### src/rtl/spi_master.sv
`default_nettype none
// ============================================================================
//  Module      : spi_master
//  Description : Single-byte SPI master, mode 0 (sck idles low, data sampled
//                on the rising edge and launched on the falling edge). Bytes
//                are taken through a valid/ready handshake; a byte offered at
//                the end of the current byte is chained with no sck gap.
//  Revision    : 1.0 - initial release
// ============================================================================
module spi_master #(
    parameter int HALF_PERIOD = 2,   // clk cycles per sck half-period, 1..255
    parameter int LSB_FIRST   = 0    // 0: MSB first, 1: LSB first
) (
    input  logic       clk,
    input  logic       rst_,
    input  logic [7:0] tx_data,
    input  logic       tx_valid,
    output logic       tx_ready,
    output logic [7:0] rx_data,
    output logic       rx_valid,
    output logic       busy,
    output logic       sck,
    output logic       mosi,
    input  logic       miso,
    output logic       ssel_
);

    // Terminal value of the half-period counter.
    localparam logic [7:0] c_hp_last = 8'(HALF_PERIOD - 1);

    typedef enum logic [2:0] {
        ST_IDLE  = 3'd0,
        ST_LEAD  = 3'd1,
        ST_SHIFT = 3'd2,
        ST_TRAIL = 3'd3,
        ST_GAP   = 3'd4
    } state_t;

    state_t     r_state;
    state_t     w_state_next;

    logic [7:0] r_hcnt;        // clk cycles within the current sck half-period
    logic [2:0] r_bit;         // bit index within the current byte
    logic       r_sck;
    logic       r_ssel;
    logic       r_busy;
    logic [7:0] r_tx;          // transmit shifter; its leading bit drives mosi
    logic [7:0] r_rx;          // receive shifter
    logic [7:0] r_rx_data;
    logic       r_rx_valid;

    logic       w_tick;        // half-period boundary reached this cycle
    logic       w_rise;        // sck goes high at the end of this cycle
    logic       w_fall;        // sck goes low at the end of this cycle
    logic       w_last;        // this fall completes the 8th bit
    logic       w_trail_end;   // slave-select hold time after the byte elapsed
    logic       w_accept;      // handshake completes this cycle
    logic [7:0] w_tx_shifted;
    logic [7:0] w_rx_shifted;

    // Bit ordering is fixed at elaboration: pick shift direction and the
    // shifter bit that is presented on mosi.
    generate
        if (LSB_FIRST != 0) begin : g_lsb_first
            assign w_tx_shifted = {1'b0, r_tx[7:1]};
            assign w_rx_shifted = {miso, r_rx[7:1]};
            assign mosi         = r_tx[0];
        end else begin : g_msb_first
            assign w_tx_shifted = {r_tx[6:0], 1'b0};
            assign w_rx_shifted = {r_rx[6:0], miso};
            assign mosi         = r_tx[7];
        end
    endgenerate

    // Next-state decode, sck edge strobes and the ready handshake.
    always_comb begin
        w_state_next = r_state;
        w_tick       = (r_hcnt == c_hp_last);
        w_rise       = 1'b0;
        w_fall       = 1'b0;
        w_last       = 1'b0;
        w_trail_end  = 1'b0;
        case (r_state)
            ST_IDLE: begin
                if (tx_valid) begin
                    w_state_next = ST_LEAD;
                end
            end
            ST_LEAD: begin
                // First half-period with sck low before the first rising edge.
                if (w_tick) begin
                    w_rise       = 1'b1;
                    w_state_next = ST_SHIFT;
                end
            end
            ST_SHIFT: begin
                if (w_tick) begin
                    if (r_sck) begin
                        w_fall = 1'b1;
                        if (r_bit == 3'd7) begin
                            w_last       = 1'b1;
                            // A byte offered now is chained straight on.
                            w_state_next = tx_valid ? ST_LEAD : ST_TRAIL;
                        end
                    end else begin
                        w_rise = 1'b1;
                    end
                end
            end
            ST_TRAIL: begin
                if (w_tick) begin
                    w_trail_end  = 1'b1;
                    w_state_next = ST_GAP;
                end
            end
            ST_GAP: begin
                if (w_tick) begin
                    w_state_next = ST_IDLE;
                end
            end
            default: begin
                w_state_next = ST_IDLE;
            end
        endcase
        // Held low during reset so nothing upstream sees a phantom slot.
        tx_ready = rst_ && ((r_state == ST_IDLE) || w_last);
        w_accept = tx_valid && tx_ready;
    end

    // State register.
    always_ff @(posedge clk or negedge rst_) begin
        if (!rst_) begin
            r_state <= ST_IDLE;
        end else begin
            r_state <= w_state_next;
        end
    end

    // Half-period and bit counters; the half-period counter wraps at its
    // terminal value and is held at zero while idle.
    always_ff @(posedge clk or negedge rst_) begin
        if (!rst_) begin
            r_hcnt <= 8'd0;
            r_bit  <= 3'd0;
        end else begin
            if ((r_state == ST_IDLE) || w_tick) begin
                r_hcnt <= 8'd0;
            end else begin
                r_hcnt <= r_hcnt + 8'd1;
            end
            if (w_accept) begin
                r_bit <= 3'd0;
            end else if (w_fall && !w_last) begin
                r_bit <= r_bit + 3'd1;
            end
        end
    end

    // Serial interface: sck, slave select, busy and the transmit shifter.
    always_ff @(posedge clk or negedge rst_) begin
        if (!rst_) begin
            r_sck  <= 1'b0;
            r_ssel <= 1'b1;
            r_busy <= 1'b0;
            r_tx   <= 8'h00;
        end else begin
            r_busy <= (w_state_next != ST_IDLE);
            if (w_rise) begin
                r_sck <= 1'b1;
            end else if (w_fall) begin
                r_sck <= 1'b0;
            end
            if (w_trail_end) begin
                r_ssel <= 1'b1;
            end
            // mosi only moves on a falling edge or when a byte is loaded;
            // it parks at 0 once the byte is finished.
            if (w_accept) begin
                r_ssel <= 1'b0;
                r_tx   <= tx_data;
            end else if (w_fall) begin
                r_tx   <= w_last ? 8'h00 : w_tx_shifted;
            end
        end
    end

    // Receive path: sample miso as sck rises, publish the byte on the 8th fall.
    always_ff @(posedge clk or negedge rst_) begin
        if (!rst_) begin
            r_rx       <= 8'h00;
            r_rx_data  <= 8'h00;
            r_rx_valid <= 1'b0;
        end else begin
            r_rx_valid <= 1'b0;
            if (w_rise) begin
                r_rx <= w_rx_shifted;
            end
            if (w_last) begin
                r_rx_valid <= 1'b1;
                r_rx_data  <= r_rx;
            end
            if (w_accept) begin
                r_rx <= 8'h00;
            end
        end
    end

    assign sck      = r_sck;
    assign ssel_    = r_ssel;
    assign busy     = r_busy;
    assign rx_data  = r_rx_data;
    assign rx_valid = r_rx_valid;

endmodule
`default_nettype wire

### config.mk
export PLATFORM = sky130hd
export DESIGN_NAME = spi_master
export DESIGN_NICKNAME = d
export VERILOG_FILES = /design/src/rtl/spi_master.sv
export SDC_FILE = /design/constraint.sdc
export NUM_CORES = 1
export LEC_CHECK = 0
export BUFFER_PORTS_ARGS = -buffer_cell sky130_fd_sc_hd__buf_2
export CORE_MARGIN = 8
export CORE_UTILIZATION = 57
export DETAILED_ROUTE_END_ITERATION = 6
export PLACE_DENSITY = 0.79
export SYNTH_ARGS = -nofsm -noshare
export SYNTH_HDL_FRONTEND = slang
export SYNTH_SLANG_ARGS = --single-unit
### constraint.sdc
create_clock -name clk -period 2.6 [get_ports clk]
set_input_delay 0.52 -clock clk [delete_from_list [all_inputs] [get_ports clk]]
set_output_delay 0.52 -clock clk [all_outputs]
set_load 0.03 [all_outputs]
* After elaboration in Yosys (flattened, before gate mapping)
Cells that the tools add are included.
** Cells by class
- Reductions and logical operators :: 13
- Multiplexer cells :: 34
- Equal/unequal tests :: 6
- Add/subtract/negate cells :: 2
** Operators by type and width (count)
- 8-bit 2-to-1 mux :: 6
- 3-bit 2-to-1 mux :: 9
- 1-bit 2-to-1 mux :: 16
- 3-bit one-hot mux with 5 select lines :: 1
- 2-bit nonzero test :: 5
- 8-bit by 1-bit adder with 8-bit output (second input constant) :: 1
- 8-bit by 1-bit equality test with 1-bit output (second input constant) :: 1
- 3-bit by 2-bit equality test with 1-bit output (second input constant) :: 2
- 3-bit equality test (second input constant) :: 2
- 3-bit by 1-bit adder with 3-bit output (second input constant) :: 1
- 3-bit by 1-bit equality test with 1-bit output (second input constant) :: 1
- 1-bit logical AND :: 3
- 3-bit zero test :: 1
- 3-bit nonzero test :: 1
- 1-bit logical OR :: 2
- 2-bit 2-to-1 mux :: 1
- 1-bit one-hot mux with 2 select lines :: 1
- 1-bit zero test :: 1
** Storage, ports and cells
- Flip-flop bits (word level) :: 42
- Output and inout port bits :: 14
- Logic and storage cells :: 65
- Input bits :: 12

* Logic depth before layout (Yosys ltp)
Gate-level depths: netlist of the first run.
- Word-level depth :: 9
- Gate-level depth with buffers :: 8
- Depth with buffers taken out :: 6

* Worst setup path before layout of the first run
No wires, ideal clock.
- Path type :: reg2out
- Start :: reg r_hcnt[1]
- End :: out tx_ready
- Cell stages (with the launch flop) :: 7
- Path buffers :: 0
- Required time :: 2.080 ns
- Data arrival time :: 1.683 ns
- Path slack :: 0.397 ns
- Cell sequence :: dfrtp_1 -> inv_1 -> ha_1 -> or3b_2 -> nor2_4 -> and3_1 -> o21a_1
** On the way
- Longest elaborated chain between the ends :: 5
** Ends and longest elaborated chain
- start, declared :: line 42 : logic [7:0] r_hcnt;
- start signal, assigned :: line 149 : r_hcnt <= r_hcnt + 8'd1;
- 8-bit by 1-bit equality test with 1-bit output :: line 78 : w_tick = (r_hcnt == c_hp_last);
- 1-bit 2-to-1 mux :: line 97 : if (w_tick) begin
- 1-bit 2-to-1 mux :: line 83 : case (r_state)
- via w_last :: line 55 : logic w_last;
- 1-bit logical OR :: line 126 : tx_ready = rst_ && ((r_state == ST_IDLE) || w_last);
- 1-bit logical AND :: line 126
- end, declared :: line 18 : output logic tx_ready,
The timed path passes the listed nets, and every way through them passes these cells.

* Final worst setup path of the first run
- Start :: reg r_hcnt[6]
- End :: out tx_ready
Same word-level chain as after synthesis.

==> run summary, run 1 <==
The transition time at the pin with the least slew margin was 690.6 ps; the total number of H-tree levels was 2. Signal arrival time at the worst endpoint: 1970 ps. The tightest hold path in the finished design has a slack of 127.4 ps.

The tools report the maximum number of pins on one net before global-route repair as 28. sky130_fd_sc_hd__dfrtp_1 is the most common cell in the netlist. The nature of the critical path startpoint is a register. Dividing the detail-routed wire length by the instance count gives 15.02 um. The number of warnings reported in the yosys synthesis log came out at 0.

Clock-pin slew was measured on the worst setup and hold paths at 130 ps. The region available for standard cell placement spans 3578 um^2. For the initial antenna violation count, the log shows 0. The post-detailed-routing wire length came out at 3859 um. The total routing usage reported by global routing was 0.1415.

For the combinational cell fraction of total power, the log shows 0.383. Timing-limited maximum frequency: 0.4008 GHz. 26 I/O pins were placed. The via count of the first global-routing pass was 1455. After detailed routing, the met2 layer carries 1989 um of wire. The first global-routing pass estimated 6789 um of wire. The total power density per cell area is 1061 nW/um^2. Clock tree synthesis inserted a total of 5 buffers.

The run gives 0.6738 as the share of the core filled with cells. The tools report the starting utilization of the core area as 0.5804. In this run the power spent charging and discharging nets is 912.6 uW. The hold violation count in the final report was 0; the ratio of cells with drive above 1 in the final layout was 0.3780.

The count of final max-slew check failures is 0. The global-route congestion overflow total is 0. The critical path is of the reg2out type. The tools report the post-synthesis sequential area ratio as 0.5066. Routability-driven placement finished with a final weighted congestion of 0.8580. The highest ir drop seen on vdd is 0.4869 mV, and the share of flip-flops with an asynchronous set or reset is 1.000. Yosys mapped a number of flops with a built-in enable equal to 0.

The repair_antennas step left the layout with diodes totalling 0. In this run, post-CTS hold repair placed 0 buffers. The tightest slew margin relative to the limit is 0.5277. The clock arrives with 12.29 ps of skew. The half-perimeter wire length after placement is 2750 um, and the overall die area is 5832 um^2. TritonCTS built the clock tree.

The portion of synthesized cell area occupied by the leading cell type came out at 0.4940. The logs give 0 for the number of violations of the max-capacitance limit and 350 ps for the source-to-sink clock delay at the later pin of the worst-skew pair. By count the netlist is led by sky130_fd_sc_hd__dfrtp_1 (41), sky130_fd_sc_hd__mux2_2 (22), sky130_fd_sc_hd__nor2_1 (19). The number of library cell types mapped by synthesis was 45; the first-pass iteration count of the detailed router was 4.

The floorplan step set the die width to 76.37 um. For this run, the leading register cell type out of synthesis is sky130_fd_sc_hd__dfrtp_1. The fraction of the cycle the final worst path needs came out at 0.9596. Setup violations remaining at the end of the flow were counted as 0. The element type at the critical path end was a primary output.

In the final routing, the length of wire on met1 measures 1663 um. The internal power contribution was 1.647 mW. The highest layer touched by signal routing is met4. Of all nets on the critical path, the largest fanout is 4. For this block, the initial DRC count from the detailed router was 104. Clock tree root buffer cell: sky130_fd_sc_hd__clkbuf_4. Using the TritonRoute via totals, the vias-per-cell ratio works out to 5.424. The number of synthesized register bits came out at 42. The initialized floorplan defines 22 standard-cell rows. Summed over all nets, wire length on met3 after detailed routing comes to 158 um. The number of buffers inserted by port buffering was 25; the area growth from synthesis to layout was 16.08%.

The average cell area after synthesis works out to 11.94 um^2. The final critical path time including I/O delays and setup was 2495 ps; the number of cells produced by synthesis was 174. The run finished with clean final reports. Setup repair after global routing left no endpoint under its margin. By area the synthesized netlist is led by sky130_fd_sc_hd__dfrtp_1 (49%), sky130_fd_sc_hd__mux2_2 (12%), sky130_fd_sc_hd__mux2i_1 (4.3%).

The number of nets in the synthesized netlist is 191. Of all cell types, the one taking the most synthesized area is sky130_fd_sc_hd__dfrtp_1. The switching part of the total power is 0.3566. The clock share of power is 0.204, and the remaining number of nets flagged by the antenna check after routing is 0. The die is 76.37 um tall. The share of total power in sequential cells was 0.413.

The synthesized netlist occupies a cell area of 2077 um^2. Fill cells in the final layout number 285. The min-delay analysis places its worst path in the category in2async.

The logs give 2080 ps for the required time at the endpoint of the critical path and 1.192 nW for the leakage power of the design. Number of sinks on the clock net: 42. In the final timing run, aggregate negative setup slack is 0 ps. The clock tree buffer depth is 2. Across all layers, the routed design uses 1394 vias. Total number of nets in the final design: 225. For this run, design rule violations remaining after detail routing come to 0.
==> metal layers <==
metal	GRT usage	vias to the layer above
met1	0.1658	690
met2	0.2391	21
met3	0.04127	6
met4	0.05192	0
li1	-	677
met5	0	-
==> through the flow <==
step / power (mW) / std cells / worst slack, ps / instance area, um^2
floorplan: 1.765 / 174 / 396.7 / 2077
global placement: 1.949 / 246 / 338.1 / 2276
detailed placement: 2.008 / 246 / 289.8 / 2276
CTS: 2.572 / 257 / 7.088 / 2406
global route: 2.729 / 257 / 20.33 / 2411
finish: 2.559 / 257 / 105.0 / 2411
==> worst max-delay path, cell delays in order (launching register included) <==
cell	delay, ps
sky130_fd_sc_hd__dfrtp_1	460
sky130_fd_sc_hd__or4_4	580
sky130_fd_sc_hd__nor2_4	100
sky130_fd_sc_hd__and3_1	180
sky130_fd_sc_hd__o21a_1	130
sky130_fd_sc_hd__clkbuf_4	180
==> cell usage in the layout, fill, tap and decap left out, types with 6 or more instances in the layout <==
cell type and instances:
sky130_fd_sc_hd__mux2_2 22, sky130_fd_sc_hd__mux2i_1 9, sky130_fd_sc_hd__nor2b_1 9, sky130_fd_sc_hd__clkbuf_4 6, sky130_fd_sc_hd__nor2_1 19, sky130_fd_sc_hd__buf_2 24
sky130_fd_sc_hd__o21ai_0 6, sky130_fd_sc_hd__dfrtp_1 40, sky130_fd_sc_hd__buf_4 9
==> sequential cells by signal, indices dropped and copies added (netlist names), 3 cells and up <==
signal   flops
r_hcnt       8
r_rx         8
r_tx         8
rx_data      8
r_bit        3
r_state      3
==> final cells by class <==
cell class                      count  area (um^2)  share of cell area
Inverter                            5        18.77            0.007784
Timing Repair Buffer               34        195.2             0.08095
Sequential cell                    42         1054              0.4369
Multi-Input combinational cell    120        977.2              0.4053
Clock inverter                      3        68.82             0.02854
Clock buffer                        5        37.54             0.01557
Tap cell                           48        60.06             0.02491
==> power by group through the flow <==
stage               combinational (mW)  sequential (mW)  clock [mW]
finish                           0.981             1.06       0.522
global placement                 0.896             1.05           0
floorplan                        0.677             1.09           0
detailed placement               0.928             1.08           0
global route                      1.09             1.09       0.549
CTS                              0.982             1.06       0.534
==> kinds of logic (layout without fill, tap and decap cells) <==
group,count (synthesis),in the layout,share of synthesized area
simple gates,58,58,0.1795
flops,42,42,0.5066
mux,31,31,0.1627
compound gates,19,19,0.06326
buf+inv,12,47,0.02831
xor+xnor,7,7,0.02952
fa+ha+maj,5,5,0.03012
==> timing repair <==
item                       4_1_cts  5_1_grt
cloned                           0        0
resized for setup                1        2
setup endpoints to repair        1        1
buffers inserted                 3        0
pin swaps                        1        0
==> worst paths after layout <==
| check | from | to | cells past startpoint | slack [ps] |
|---|---|---|---|---|
| worst max-delay path | r_hcnt[6] | tx_ready | 5 | 110 |
| worst min-delay path | rst_ | r_hcnt[4] | 2 | 130 |
| worst max register to register | r_hcnt[6] | r_tx[7] | 5 | 470 |
| worst min register to register | rx_data[4] | rx_data[4] | 1 | 520 |
| max in group asynchronous | rst_ | ssel_ | 2 | 2140 |
| min in group clk | tx_data[5] | r_tx[5] | 2 | 390 |
Power figures use the tool's default switching activity.
==> inputs of run 2 (changes only) <==
- SETUP_SLACK_MARGIN: default -> 0.15
==> run 2 against run 1 <==
Cell area increased by 1.8%; power increased by 0.80%; sequential power about the same; non-clock buffer count increased by 4; worst hold slack got worse by 4.5 ps; clock skew about the same; via count increased by 2.2%; largest cell class unchanged; largest power group unchanged; highest routed layer unchanged.
==> run summary, run 2 (synthesis results as in run 1) <==
The flow ran to the end, and the final reports show no timing, DRC or antenna violations. The run gives 0.8580 as the final weighted congestion in routability-driven placement. Grouping stages by cell kind, the critical path spends the most delay in simple AND/OR/NAND/NOR gates.

Once routing completed, OpenROAD measured the worst setup slack at 189.7 ps. In this run the number of cells on the critical path is 5. Hold repair after CTS inserted 0 buffers. In the final layout, flip-flops and latches occupy 1056 um^2.

The later pin in the worst-skew pair is clocked with a latency of 350 ps. Total power for the finished layout comes to 2.580 mW. For this run the aggregate overflow at the end of global routing stands at 0. The clock arrives with 12.38 ps of skew. The fraction of the cycle the final worst path needs works out to 0.9271.

In the routed layout, each cell is associated on average with a via count of 5.456. The cell count of the worst reg-to-reg path was 6. The total number of vias was 1424; the floorplan row count was 22. The tightest slew margin relative to the limit came out at 0.5321. Count of final max-slew check failures: 0.

The tools report the element type at the critical path end as a primary output. The total power density per cell area is 1051 nW/um^2, and the final critical path time including I/O delays and setup is 2410 ps. The area growth from synthesis to layout was 18.19%; the number of buffers inserted by port buffering was 25. Max-cap violations in this run came to 0. Total number of nets in the final design: 229. Along the worst path, the maximum fanout reaches 3.

STA classifies the critical path startpoint as a register. Worst setup path category: reg2out. Residual DRC count: 0. After routing, the total negative slack on setup checks comes to 0 ps.

After detailed routing, the average wire length per cell comes to 14.75 um. 0 antenna diodes ended up in the layout. Before CTS, the worst setup slack after placement is 289.8 ps. The clock transition at the registers of the reported paths is 130 ps. Overall die width: 76.37 um. The y dimension of the die was 76.37 um; the clock tree buffer depth was 2. The via count of the first global-routing pass came out at 1471. The total routing usage reported by global routing is 0.1420. Based on the critical path, the design can be clocked at up to 0.4149 GHz. The library cell used most frequently in the layout, excluding fill and tap cells, is sky130_fd_sc_hd__dfrtp_1. At the pin with the least slew margin, the transition time is 684.2 ps. Counting the fill cells in the layout gives 278.

For the post-detailed-routing wire length, the log shows 3850 um. The critical path goes through or4_4 > nor2_4 > and3_4 > o21a_1 > buf_6. The tree is rooted in a sky130_fd_sc_hd__clkbuf_4. The tools report the signal arrival time at the worst endpoint as 1890 ps. The type of the tightest min-delay check was in2async. The initial antenna violation count was 0; the critical path's largest stage delay was 560 ps. For the first-pass GRT wire length, the log shows 6837 um. The slowest stage of the critical path is the sky130_fd_sc_hd__or4_4 cell. The share of the core filled with cells was 0.6860.

In the layout the commonest cells are sky130_fd_sc_hd__dfrtp_1 (38), sky130_fd_sc_hd__buf_2 (24), sky130_fd_sc_hd__mux2_2 (22). CTS built an H-tree with a depth of 2. For the remaining number of nets flagged by the antenna check after routing, the log shows 0.

Count of boundary I/O pins: 26. The tools report the number of DRC violations after detailed-routing iteration 0 as 107. For the overall die area, the log shows 5832 um^2. The region available for standard cell placement spans 3578 um^2. Entering global routing, the biggest net connects 28 pins. For the leakage power of the design, the log shows 1.212 nW.

The number of buffer and inverter instances along the worst setup path was 1; the hold violation count in the final report was 0. The ratio of cells with drive above 1 in the final layout came out at 0.4085. The number of sinks on the clock net was 42. The run gives 4 as the first-pass iteration count of the detailed router. The half-perimeter wire length after placement came out at 2750 um. The starting utilization of the core area was 0.5804. Setup repair after global routing could not meet its margin everywhere. The tools report the setup-violating endpoint count in the final report as 0. The area taken by multi-input logic gates was 984.7 um^2. The number of buffers added by the clock tree synthesis step was 5; the highest ir drop seen on vdd was 0.4882 mV. TritonCTS built the clock tree. For the required time at the endpoint of the critical path, the log shows 2080 ps.
run 2: changes by cell type in the layout (fill, tap and decap cells not counted), sizes merged:
cell,before,now
clkbuf,6,5
buf,33,38
run 2: repair_timing:
action,CTS,global route
buffers inserted,4,3
pin swaps,1,2
setup endpoints to repair,1,1
gates resized for setup,6,2
run 2: final timing paths:
check | startpoint | to | slack, ps
worst max register to register | r_hcnt[6] | r_tx[7] | 390
worst min register to register | rx_data[4] | rx_data[4] | 520
worst min-delay path | rst_ | r_hcnt[4] | 120
min in group clk | tx_data[5] | r_tx[5] | 390
max in group asynchronous | rst_ | ssel_ | 2140
worst max-delay path | r_hcnt[6] | tx_ready | 190
run 2: final cells by class:
type                            count  area share
Inverter                            5    0.007645
Sequential cell                    42      0.4302
Multi-Input combinational cell    120      0.4011
Clock buffer                        5     0.01529
Clock inverter                      3     0.02803
Tap cell                           48     0.02446
Timing Repair Buffer               38     0.09327
run 2: worst reg2reg max path: cells and delay by family, from the launching register on:
kind / cells / cell delay, ps
AND/OR/NAND/NOR: 2 / 620
flip-flops: 1 / 420
multiplexers: 1 / 390
AO/OA/AOI/OAI: 1 / 230
buffers and inverters: 2 / 450
run 2: routing by layer:
metal  track usage  vias up  part of all wire
met3       0.04127        6             0.045
li1              -      686                 -
met1        0.1665      702              0.43
met2        0.2399       30              0.52
met5             0        -                 0
met4       0.05192        0             0.012
run 2: through the flow:
stage	area [um^2]	hold slack, ps	instances
after floorplan	2077	224.4	174
after global placement	2276	481.7	246
after detailed placement	2276	488.4	246
after CTS	2426	120.9	258
after global routing	2455	138.4	261
final	2455	122.9	261
run 2: where the power goes:
part / internal (mW) / switching [mW] / total, mW / leakage, nW
Combinational: 0.490 / 0.516 / 1.01 / 0.621
Clock: 0.301 / 0.222 / 0.523 / 0.0554
Sequential: 0.871 / 0.179 / 1.05 / 0.536
